`src/rtl/jump_charge_ctrl_if.sv`:
```
// rtl/jump_charge_ctrl_if.sv - button/tick/busy inputs and jump charge outputs of jump_charge_ctrl
interface jump_charge_ctrl_if;
  logic       btn;
  logic       tick;
  logic       busy;
  logic [7:0] jump_dist;
  logic       charging;
  logic       fired;

  modport master (output btn, tick, busy, input jump_dist, charging, fired);
  modport slave  (input btn, tick, busy, output jump_dist, charging, fired);
endinterface

```
`src/rtl/jump_charge_ctrl.sv`:
```
// rtl/jump_charge_ctrl.sv - jump charge controller: button sync/debounce, tick-driven charge, fire and lockout
// Optional macro JUMP_AUTOFIRE_EN: leave CHARGE automatically once the charge saturates at MAX_DIST.
module jump_charge_ctrl #(
  parameter int DEB_CYCLES  = 4,
  parameter int CHARGE_STEP = 1,
  parameter int MAX_DIST    = 63,
  parameter int LOCK_TICKS  = 20
) (
  input  logic              clk,
  input  logic              restart,
  jump_charge_ctrl_if.slave jc
);
  localparam int CW = $clog2(DEB_CYCLES + 1);
  localparam int LW = (LOCK_TICKS < 2) ? 1 : $clog2(LOCK_TICKS + 1);
  localparam logic [8:0]    STEP9  = 9'(CHARGE_STEP);
  localparam logic [8:0]    MAX9   = 9'(MAX_DIST);
  localparam logic [CW-1:0] DEB_N  = CW'(DEB_CYCLES);
  localparam logic [LW-1:0] LOCK_N = LW'(LOCK_TICKS);

  typedef enum logic [2:0] {IDLE, CHARGE, HOLD, ZERO, LOCK} state_t;

  state_t        state;
  logic [1:0]    sync, fill;
  logic          run_lvl, deb, deb_prev, deb_known;
  logic [CW-1:0] run_cnt, run_next;
  logic [7:0]    charge, c_inc;
  logic [8:0]    c_sum;
  logic [LW-1:0] lock_cnt;
  logic          samp, valid, deb_rise, deb_fall, auto_hit, empty_release;

  assign samp     = sync[1];
  assign valid    = fill[1];
  assign deb_rise = deb & ~deb_prev;
  assign deb_fall = ~deb & deb_prev;

  // run_next: length of the run of identical valid samples, saturating at DEB_CYCLES
  always_comb begin
    run_next = CW'(1);
    if (samp == run_lvl && run_cnt != '0)
      run_next = (run_cnt == DEB_N) ? run_cnt : run_cnt + CW'(1);
  end

  assign c_sum         = {1'b0, charge} + STEP9;
  assign c_inc         = (c_sum > MAX9) ? MAX9[7:0] : c_sum[7:0];
  assign empty_release = deb_fall && ((jc.tick ? c_inc : charge) == 8'd0);

`ifdef JUMP_AUTOFIRE_EN
  assign auto_hit = jc.tick && (c_inc == MAX9[7:0]);
`else
  assign auto_hit = 1'b0;
`endif

  // The first debounced level after restart is adopted silently, so a button
  // held through restart produces no rising edge until it is released first.
  always_ff @(posedge clk) begin
    if (restart) begin
      sync      <= '0;
      fill      <= '0;
      run_lvl   <= 1'b0;
      run_cnt   <= '0;
      deb       <= 1'b0;
      deb_prev  <= 1'b0;
      deb_known <= 1'b0;
    end else begin
      sync     <= {sync[0], jc.btn};
      fill     <= {fill[0], 1'b1};
      deb_prev <= deb;
      if (valid) begin
        run_lvl <= samp;
        run_cnt <= run_next;
        if (run_next == DEB_N) begin
          deb <= samp;
          if (!deb_known) begin
            deb_prev  <= samp;
            deb_known <= 1'b1;
          end
        end
      end
    end
  end

  always_ff @(posedge clk) begin
    if (restart) begin
      state        <= IDLE;
      charge       <= '0;
      lock_cnt     <= '0;
      jc.jump_dist <= '0;
      jc.charging  <= 1'b0;
      jc.fired     <= 1'b0;
    end else begin
      jc.fired <= 1'b0;
      unique case (state)
        IDLE: begin
          if (deb_rise && !jc.busy) begin
            state       <= CHARGE;
            charge      <= '0;
            jc.charging <= 1'b1;
          end
        end
        CHARGE: begin
          if (jc.tick) begin
            charge       <= c_inc;
            jc.jump_dist <= c_inc;
          end
          if (empty_release) begin
            state        <= IDLE;
            jc.charging  <= 1'b0;
            jc.jump_dist <= '0;
          end else if (deb_fall || auto_hit) begin
            state       <= HOLD;
            jc.charging <= 1'b0;
          end
        end
        HOLD: begin
          if (jc.tick) begin
            state        <= ZERO;
            jc.jump_dist <= '0;
          end
        end
        ZERO: begin
          if (jc.tick) begin
            state    <= LOCK;
            jc.fired <= 1'b1;
            lock_cnt <= LOCK_N;
          end
        end
        LOCK: begin
          if (lock_cnt == '0 && !jc.busy && !deb)
            state <= IDLE;
          else if (jc.tick && lock_cnt != '0)
            lock_cnt <= lock_cnt - LW'(1);
        end
        default: state <= IDLE;
      endcase
    end
  end
endmodule
```
`src/flat_wrapper.sv`:
```
// flat-port wrapper written by rule: the top's interface ports become plain ports
module jump_charge_ctrl_flat 
#(
  parameter int DEB_CYCLES  = 4,
  parameter int CHARGE_STEP = 1,
  parameter int MAX_DIST    = 63,
  parameter int LOCK_TICKS  = 20
)
  (clk, restart, jc_btn, jc_tick, jc_busy, jc_jump_dist, jc_charging, jc_fired);
  jump_charge_ctrl_if jc_i ();
  input  logic clk;
  input  logic restart;
  input wire logic [$bits(jc_i.btn)-1:0] jc_btn;
  input wire logic [$bits(jc_i.tick)-1:0] jc_tick;
  input wire logic [$bits(jc_i.busy)-1:0] jc_busy;
  output wire logic [$bits(jc_i.jump_dist)-1:0] jc_jump_dist;
  output wire logic [$bits(jc_i.charging)-1:0] jc_charging;
  output wire logic [$bits(jc_i.fired)-1:0] jc_fired;
  assign jc_i.btn = jc_btn;
  assign jc_i.tick = jc_tick;
  assign jc_i.busy = jc_busy;
  assign jc_jump_dist = jc_i.jump_dist;
  assign jc_charging = jc_i.charging;
  assign jc_fired = jc_i.fired;
  jump_charge_ctrl #(.DEB_CYCLES(DEB_CYCLES), .CHARGE_STEP(CHARGE_STEP), .MAX_DIST(MAX_DIST), .LOCK_TICKS(LOCK_TICKS)) u_core (.clk(clk), .restart(restart), .jc(jc_i));
endmodule
```
`config.mk`:
```
export PLATFORM = sky130hd
export DESIGN_NAME = jump_charge_ctrl_flat
export DESIGN_NICKNAME = d
export VERILOG_FILES = /design/src/rtl/jump_charge_ctrl_if.sv /design/src/rtl/jump_charge_ctrl.sv /design/src/flat_wrapper.sv
export SDC_FILE = /design/constraint.sdc
export NUM_CORES = 1
export LEC_CHECK = 0
export ABC_CLOCK_PERIOD_IN_PS = 2590
export BUFFER_PORTS_ARGS = -buffer_cell sky130_fd_sc_hd__buf_2
export CAP_MARGIN = 20
export CORE_ASPECT_RATIO = 0.75
export CORE_UTILIZATION = 61
export CTS_BUF_LIST = sky130_fd_sc_hd__clkbuf_4 sky130_fd_sc_hd__clkbuf_8
export DETAILED_ROUTE_END_ITERATION = 8
export PLACE_DENSITY_LB_ADDON = 0.2
export SETUP_SLACK_MARGIN = 0.1
export SKIP_CTS_REPAIR_TIMING = 1
export SLEW_MARGIN = 5
export SYNTH_ARGS = -nofsm -noshare
export SYNTH_HDL_FRONTEND = slang
export SYNTH_SLANG_ARGS = --single-unit
```
`constraint.sdc`:
```
create_clock -name clk -period 2.59 [get_ports clk]
set_input_delay 0.518 -clock clk [delete_from_list [all_inputs] [get_ports clk]]
set_output_delay 0.518 -clock clk [all_outputs]
set_load 0.01 [all_outputs]
```
==> impl_metrics.ini, run 1 <==
[critical_path]
worstPathCellList = ha_1 > nand3_4 > nor4_4 > o221ai_2 > o311a_4 > a22o_1
endpoint = u_core.jc.jump_dist[0]
path_max_fanout = 8
timing.rr.end = u_core.jc.jump_dist[0]
r2r_slack_ns = 0.45
cp-start-kind = flip-flop
cp_slowest_cell = dfxtp_1
critPathLaunch = u_core.charge[0]
max_stage_delay_ns = 0.45
rr_worst_depth = 6
cp_data_arrival_time_ns = 2.33
setup.worst_path.class = flip-flop to flip-flop
critPathRequiredTime_ns = 2.77
crit_path_end_kind = flip-flop
timing.rr.start = u_core.charge[0]

[sta]
holdWs_ns = 0.433
tightest_slew_ns = 0.594
slew_viol_final = 0
fin_skew_ns = 0.0129
rsz0062_at_grt = no
setup_viol = 0
finalHoldViolCount = 0
max_freq_mhz = 467
fin_crit_sh = 0.828
fin_setup_tns_ns = 0
post-route-min-period_ns = 2.14
relSlewSlack = 0.603

[floorplanning]
rows = 17
fp.dieW_um = 68.6
fp.dieH_um = 52.0
coreArea_mm2 = 0.00306
io-pin-count = 15
start_util = 0.663
die_area_mm2 = 0.00357

[final_layout]
finalNetCount = 247
fillers = 251
area_growth_pct = 8.37
fin_util = 0.719
drive_gt1_frac = 0.190
antenna_cells = 0

[power_and_ir_drop]
p_switching_uw = 227
power_frac_seq = 0.506
p_int_uw = 912
peakVddDrop_mv = 0.370
power_frac_comb = 0.036
power_frac_clock = 0.458
p_leak_nw = 0.834
p_total_mw = 1.14
power-per-cell-area_mw_per_mm2 = 517
switching_share = 0.199

[min_path]
hold_path_class = input pin to flip-flop
min_from = jc_btn

[yosys]
ys_ff_latch = 37
yosys.area_share.simple = 0.280
synth_xor_area_frac = 0.0474
netlist_instances = 224
syn_area_per_cell_um2 = 9.07
async_flop_share = 0
synth_edf_count = 0
syn-cell-area_mm2 = 0.00203
synthDistinctLibCells = 54
synthFlopType = dfxtp_1
synth_nets = 235
synth_top_family_by_area = simple AND/OR/NAND/NOR gates
synth-adder-area-share = 0.0369
synthMuxAreaShare = 0.0456
ys_seq_area_frac = 0.365
synth.yosys.warnings = 0
synth_compound_area_frac = 0.168

[clock_tree]
clk_pin_slew_ns = 0.08
clk_latency_ns = 0.29
htreeDepth = 2
clock_sinks = 37
cts_tree = yes
clockBufferDepth = 2
cts_buffers = 5
cts_root_buffer = clkbuf_8

[global_route]
grt_overflow_total = 0
track_usage = 0.281
grt_max_degree = 29
antenna_found_initial = 0
grt_pass1_vias = 1546
grt_pass1_wl_mm = 7.16

[placed_design]
numPortBuffers = 14
post-dp-hpwl_mm = 3.22
gp_congestion = 0.995

[route]
first_iter_violations = 96
finalWirelength_mm = 4.36
ant_nets = 0
drt-pass1-iter-count = 4
via_per_inst = 6.16
num_vias = 1695
post-route-drc-count = 0
wl_per_cell_um = 15.9

[outcome]
status = complete, no violations

[run]
drv_cap = 0
metrics by stage:
| step | instance area (um2) | std cells | setup WS, ns |
|---|---|---|---|
| floorplan | 2030 | 224 | 0.602 |
| global placement | 2080 | 267 | 0.558 |
| detailed placement | 2080 | 267 | 0.460 |
| CTS | 2200 | 275 | 0.478 |
| global route | 2200 | 275 | 0.318 |
| finish | 2200 | 275 | 0.447 |
power by group through the flow:
| stage | Clock (mW) | Sequential [mW] | Combinational, mW |
|---|---|---|---|
| 2_1_floorplan | 0 | 0.588 | 0.0309 |
| 3_3_place_gp | 0 | 0.589 | 0.0383 |
| 3_5_place_dp | 0 | 0.590 | 0.0399 |
| 4_1_cts | 0.527 | 0.577 | 0.0407 |
| 5_1_grt | 0.554 | 0.577 | 0.0458 |
| 6_report | 0.521 | 0.577 | 0.0407 |
worst min path at each step:
stage | endpoint | slack (ns) | cells past startpoint
after floorplan | u_core.fill[1] | 0.41 | 1
after global placement | u_core.fill[1] | 0.42 | 1
after detailed placement | u_core.fill[1] | 0.43 | 1
after CTS | u_core.sync[0] | 0.43 | 2
after global routing | u_core.sync[0] | 0.43 | 2
final | u_core.sync[0] | 0.43 | 2
cells in the mapped netlist, types with 3 or more instances:
master / instances / area [um2]
a211oi_1: 3 / 22.5
a21oi_1: 15 / 75.1
a22o_1: 3 / 26.3
and3_1: 3 / 18.8
buf_4: 4 / 30.0
buf_6: 3 / 33.8
clkbuf_1: 3 / 11.3
dfxtp_1: 37 / 741
ha_1: 6 / 75.1
inv_1: 11 / 41.3
mux2i_1: 7 / 70.1
nand2_1: 16 / 60.1
nand2b_1: 3 / 18.8
nand3_1: 6 / 30.0
nor2_1: 18 / 67.6
nor2b_1: 6 / 37.5
nor3_1: 12 / 60.1
o21ai_0: 7 / 35.0
o31ai_1: 4 / 30.0
or2_2: 5 / 31.3
or3_1: 4 / 25.0
xnor2_1: 8 / 70.1
xor2_1: 3 / 26.3
critical path: cells and delay by family (launching register included):
kind,cells,cell delay [ns]
adders and majority gates,1,0.33
DFF,1,0.45
and+or+nand+nor,2,0.47
AOI/OAI and AO/OA,3,0.79
state kept, by name (all words and copies together) (netlist names):
name / cells
u_core.jc.fired: 1
u_core.run_lvl: 1
u_core.sync: 2
u_core.deb: 1
u_core.lock_cnt: 5
u_core.state: 3
u_core.jc.jump_dist: 8
u_core.charge: 8
u_core.run_cnt: 3
u_core.fill: 2
u_core.jc.charging: 1
u_core.deb_known: 1
u_core.deb_prev: 1
metal layers:
metal  vias up  track usage  wire length, um
met1       797        0.383             1990
met4         0       0.0868               56
met5         -            0                0
met3         8       0.0943              278
li1        826            -                -
met2        64        0.415             2040
final cells by class:
type                    count  area (um2)  share of cell area
clock inverters             1        30.0              0.0136
multi-input cells         166        1170               0.534
flip-flops and latches     37         741               0.336
inverters                  11        41.3              0.0188
well taps                  38        47.5              0.0216
clock buffers               7        90.1              0.0409
repair buffers             15        77.6              0.0352
cell families (layout without fill, tap and decap cells):
kind of cell | Yosys count | in the layout
multiplexers | 9 | 9
flip-flops | 37 | 37
buffers and inverters | 21 | 34
adder cells (fa/ha/maj) | 6 | 6
AND/OR/NAND/NOR | 95 | 95
XOR/XNOR | 11 | 11
AO/OA/AOI/OAI | 45 | 45
cells in the final DEF, fill, tap and decap left out, types with 4 or more instances in the layout:
master,instances
ha_1,6
nor2b_1,6
mux2i_1,7
xnor2_1,8
or3_1,4
nand3_1,6
clkbuf_8,6
inv_1,11
dfxtp_1,37
nand2_1,16
or2_2,5
nor3_1,12
nor2_1,18
o31ai_1,4
buf_2,14
a21oi_1,15
o21ai_0,7
(Power assumes the default switching activity.)
==> inputs of run 2 (changes only) <==
- ABC_CLOCK_PERIOD_IN_PS: 2590 -> 2200
- clock period: 2.59 -> 2.2 ns (I/O delays scaled with it)
==> run 2 against run 1 <==
Net effect: first-iteration DRC count down 17%; worst setup slack lost 0.27 ns; sequential cell count unchanged; die area is the same; clock power down 7.1%; core utilization is 1.6 points higher; design area up 2.3%; sequential share of layout area is 0.64 points lower; total power rose by 7.0%; critical endpoint is now u_core.deb_prev.
==> impl_metrics.ini, run 2 (synthesized netlist as in run 1, its figures left out) <==
[sta]
tightest_slew_ns = 0.611
fin_crit_sh = 0.919
fin_setup_tns_ns = 0
fin_skew_ns = 0.00289
post-route-min-period_ns = 2.02
rsz0062_at_grt = no
relSlewSlack = 0.592
setup_viol = 0
max_freq_mhz = 495
finalHoldViolCount = 0
holdWs_ns = 0.373
slew_viol_final = 0

[final_layout]
regArea_um2 = 743
multi_input_area_mm2 = 0.00122
fin_util = 0.735
fillers = 230
area_growth_pct = 10.8
drive_gt1_frac = 0.225
finalNetCount = 251
final_cell_mix = 35 x dfxtp_1, 18 x nor2_1, 16 x nand2_1, 15 x a21oi_1, 14 x buf_2
largestRegisters = u_core.charge (8), u_core.jc.jump_dist (8), u_core.lock_cnt (5)
layout_commonest_cell = dfxtp_1
antenna_cells = 0
postLayoutCellArea_mm2 = 0.00225
stdcell_count = 278

[route]
topRoutingLayerUsed = met4
met2_wirelength_mm = 2.02
wl_per_cell_um = 15.8
met1_length_mm = 2.14
drt-pass1-iter-count = 4
finalWirelength_mm = 4.40
num_vias = 1676
first_iter_violations = 80
wl_met3_um = 212
post-route-drc-count = 0
via_per_inst = 6.03
ant_nets = 0

[critical_path]
critPathRequiredTime_ns = 2.37
timing.rr.start = u_core.run_cnt[0]
timing.rr.end = u_core.deb_prev
cp_top_family = simple AND/OR/NAND/NOR gates
cp_slowest_cell = a2111oi_4
path_max_fanout = 7
rr_worst_depth = 7
path_buf_inv = 1
setup.worst_path.class = flip-flop to flip-flop
worstPathCellList = inv_1 > ha_4 > nand2b_1 > or3_4 > a2111oi_4 > mux2i_1 > nor2_1
cp_data_arrival_time_ns = 2.19
cp-start-kind = flip-flop
crit_path_end_kind = flip-flop
max_stage_delay_ns = 0.39
r2r_slack_ns = 0.18

[global_route]
grt_pass1_wl_mm = 7.09
track_usage = 0.272
grt_pass1_vias = 1563
grt_overflow_total = 0
grt_max_degree = 17
antenna_found_initial = 0

[placed_design]
dpl_cell_area_mm2 = 0.00211
placed_cells = 271
gp_congestion = 0.948
numPortBuffers = 14
post-dp-hpwl_mm = 3.17

[clock_tree]
htreeDepth = 2
clk_pin_slew_ns = 0.07
cts_tree = yes
clockBufferDepth = 2
clock_sinks = 37
clk_latency_ns = 0.28
cts_buffers = 5
cts_root_buffer = clkbuf_8

[power_and_ir_drop]
peakVddDrop_mv = 0.392
power-per-cell-area_mw_per_mm2 = 541
p_leak_nw = 0.842

[min_path]
min_from = jc_btn
min_to = u_core.sync[0]
hold_path_class = input pin to flip-flop
whs_path_depth = 2

[outcome]
status = complete, no violations

[floorplanning]
start_util = 0.663
die_area_mm2 = 0.00357
fp.dieH_um = 52.0
io-pin-count = 15
fp.dieW_um = 68.6
coreArea_mm2 = 0.00306
rows = 17

[run]
drv_cap = 0
run 2: cell types whose count changed in the layout (fill, tap and decap cells not counted), sizes merged:
cell,delta
buf,+4
bufinv,-1
run 2: per-stage QoR:
stage                     power, mW  setup WS, ns
final                          1.22         0.178
after global placement        0.740         0.171
after floorplan               0.729         0.212
after detailed placement      0.743        0.0537
after CTS                      1.22        0.0140
after global routing           1.25         0.105
run 2: power breakdown:
| group | internal, mW | switching (mW) | total [mW] |
|---|---|---|---|
| Sequential | 0.675 | 0.00398 | 0.679 |
| Combinational | 0.0211 | 0.0342 | 0.0553 |
| Clock | 0.261 | 0.223 | 0.484 |
run 2: worst max-delay path by stage:
| stage | from | end | cells past startpoint | slack (ns) |
|---|---|---|---|---|
| after floorplan | u_core.charge[0] | u_core.jc.jump_dist[1] | 7 | 0.21 |
| after detailed placement | u_core.charge[0] | u_core.jc.jump_dist[1] | 6 | 0.05 |
| final | u_core.run_cnt[0] | u_core.deb_prev | 7 | 0.18 |
| after global placement | u_core.charge[0] | u_core.jc.jump_dist[2] | 6 | 0.17 |
| after global routing | u_core.run_cnt[0] | u_core.deb_prev | 7 | 0.10 |
| after CTS | u_core.charge[0] | u_core.jc.jump_dist[1] | 6 | 0.01 |
run 2: layer usage:
layer | global-route usage | up-vias
li1 | - | 837
met1 | 0.359 | 787
met2 | 0.430 | 47
met3 | 0.0680 | 5
met4 | 0.0868 | 0
met5 | 0 | -
run 2: final cells by class:
cell class                      instances  share of cell area
Sequential cell                        37               0.330
Inverter                               11              0.0183
Clock buffer                            7              0.0400
Timing Repair Buffer                   19              0.0478
Tap cell                               38              0.0211
Multi-Input combinational cell        166               0.543
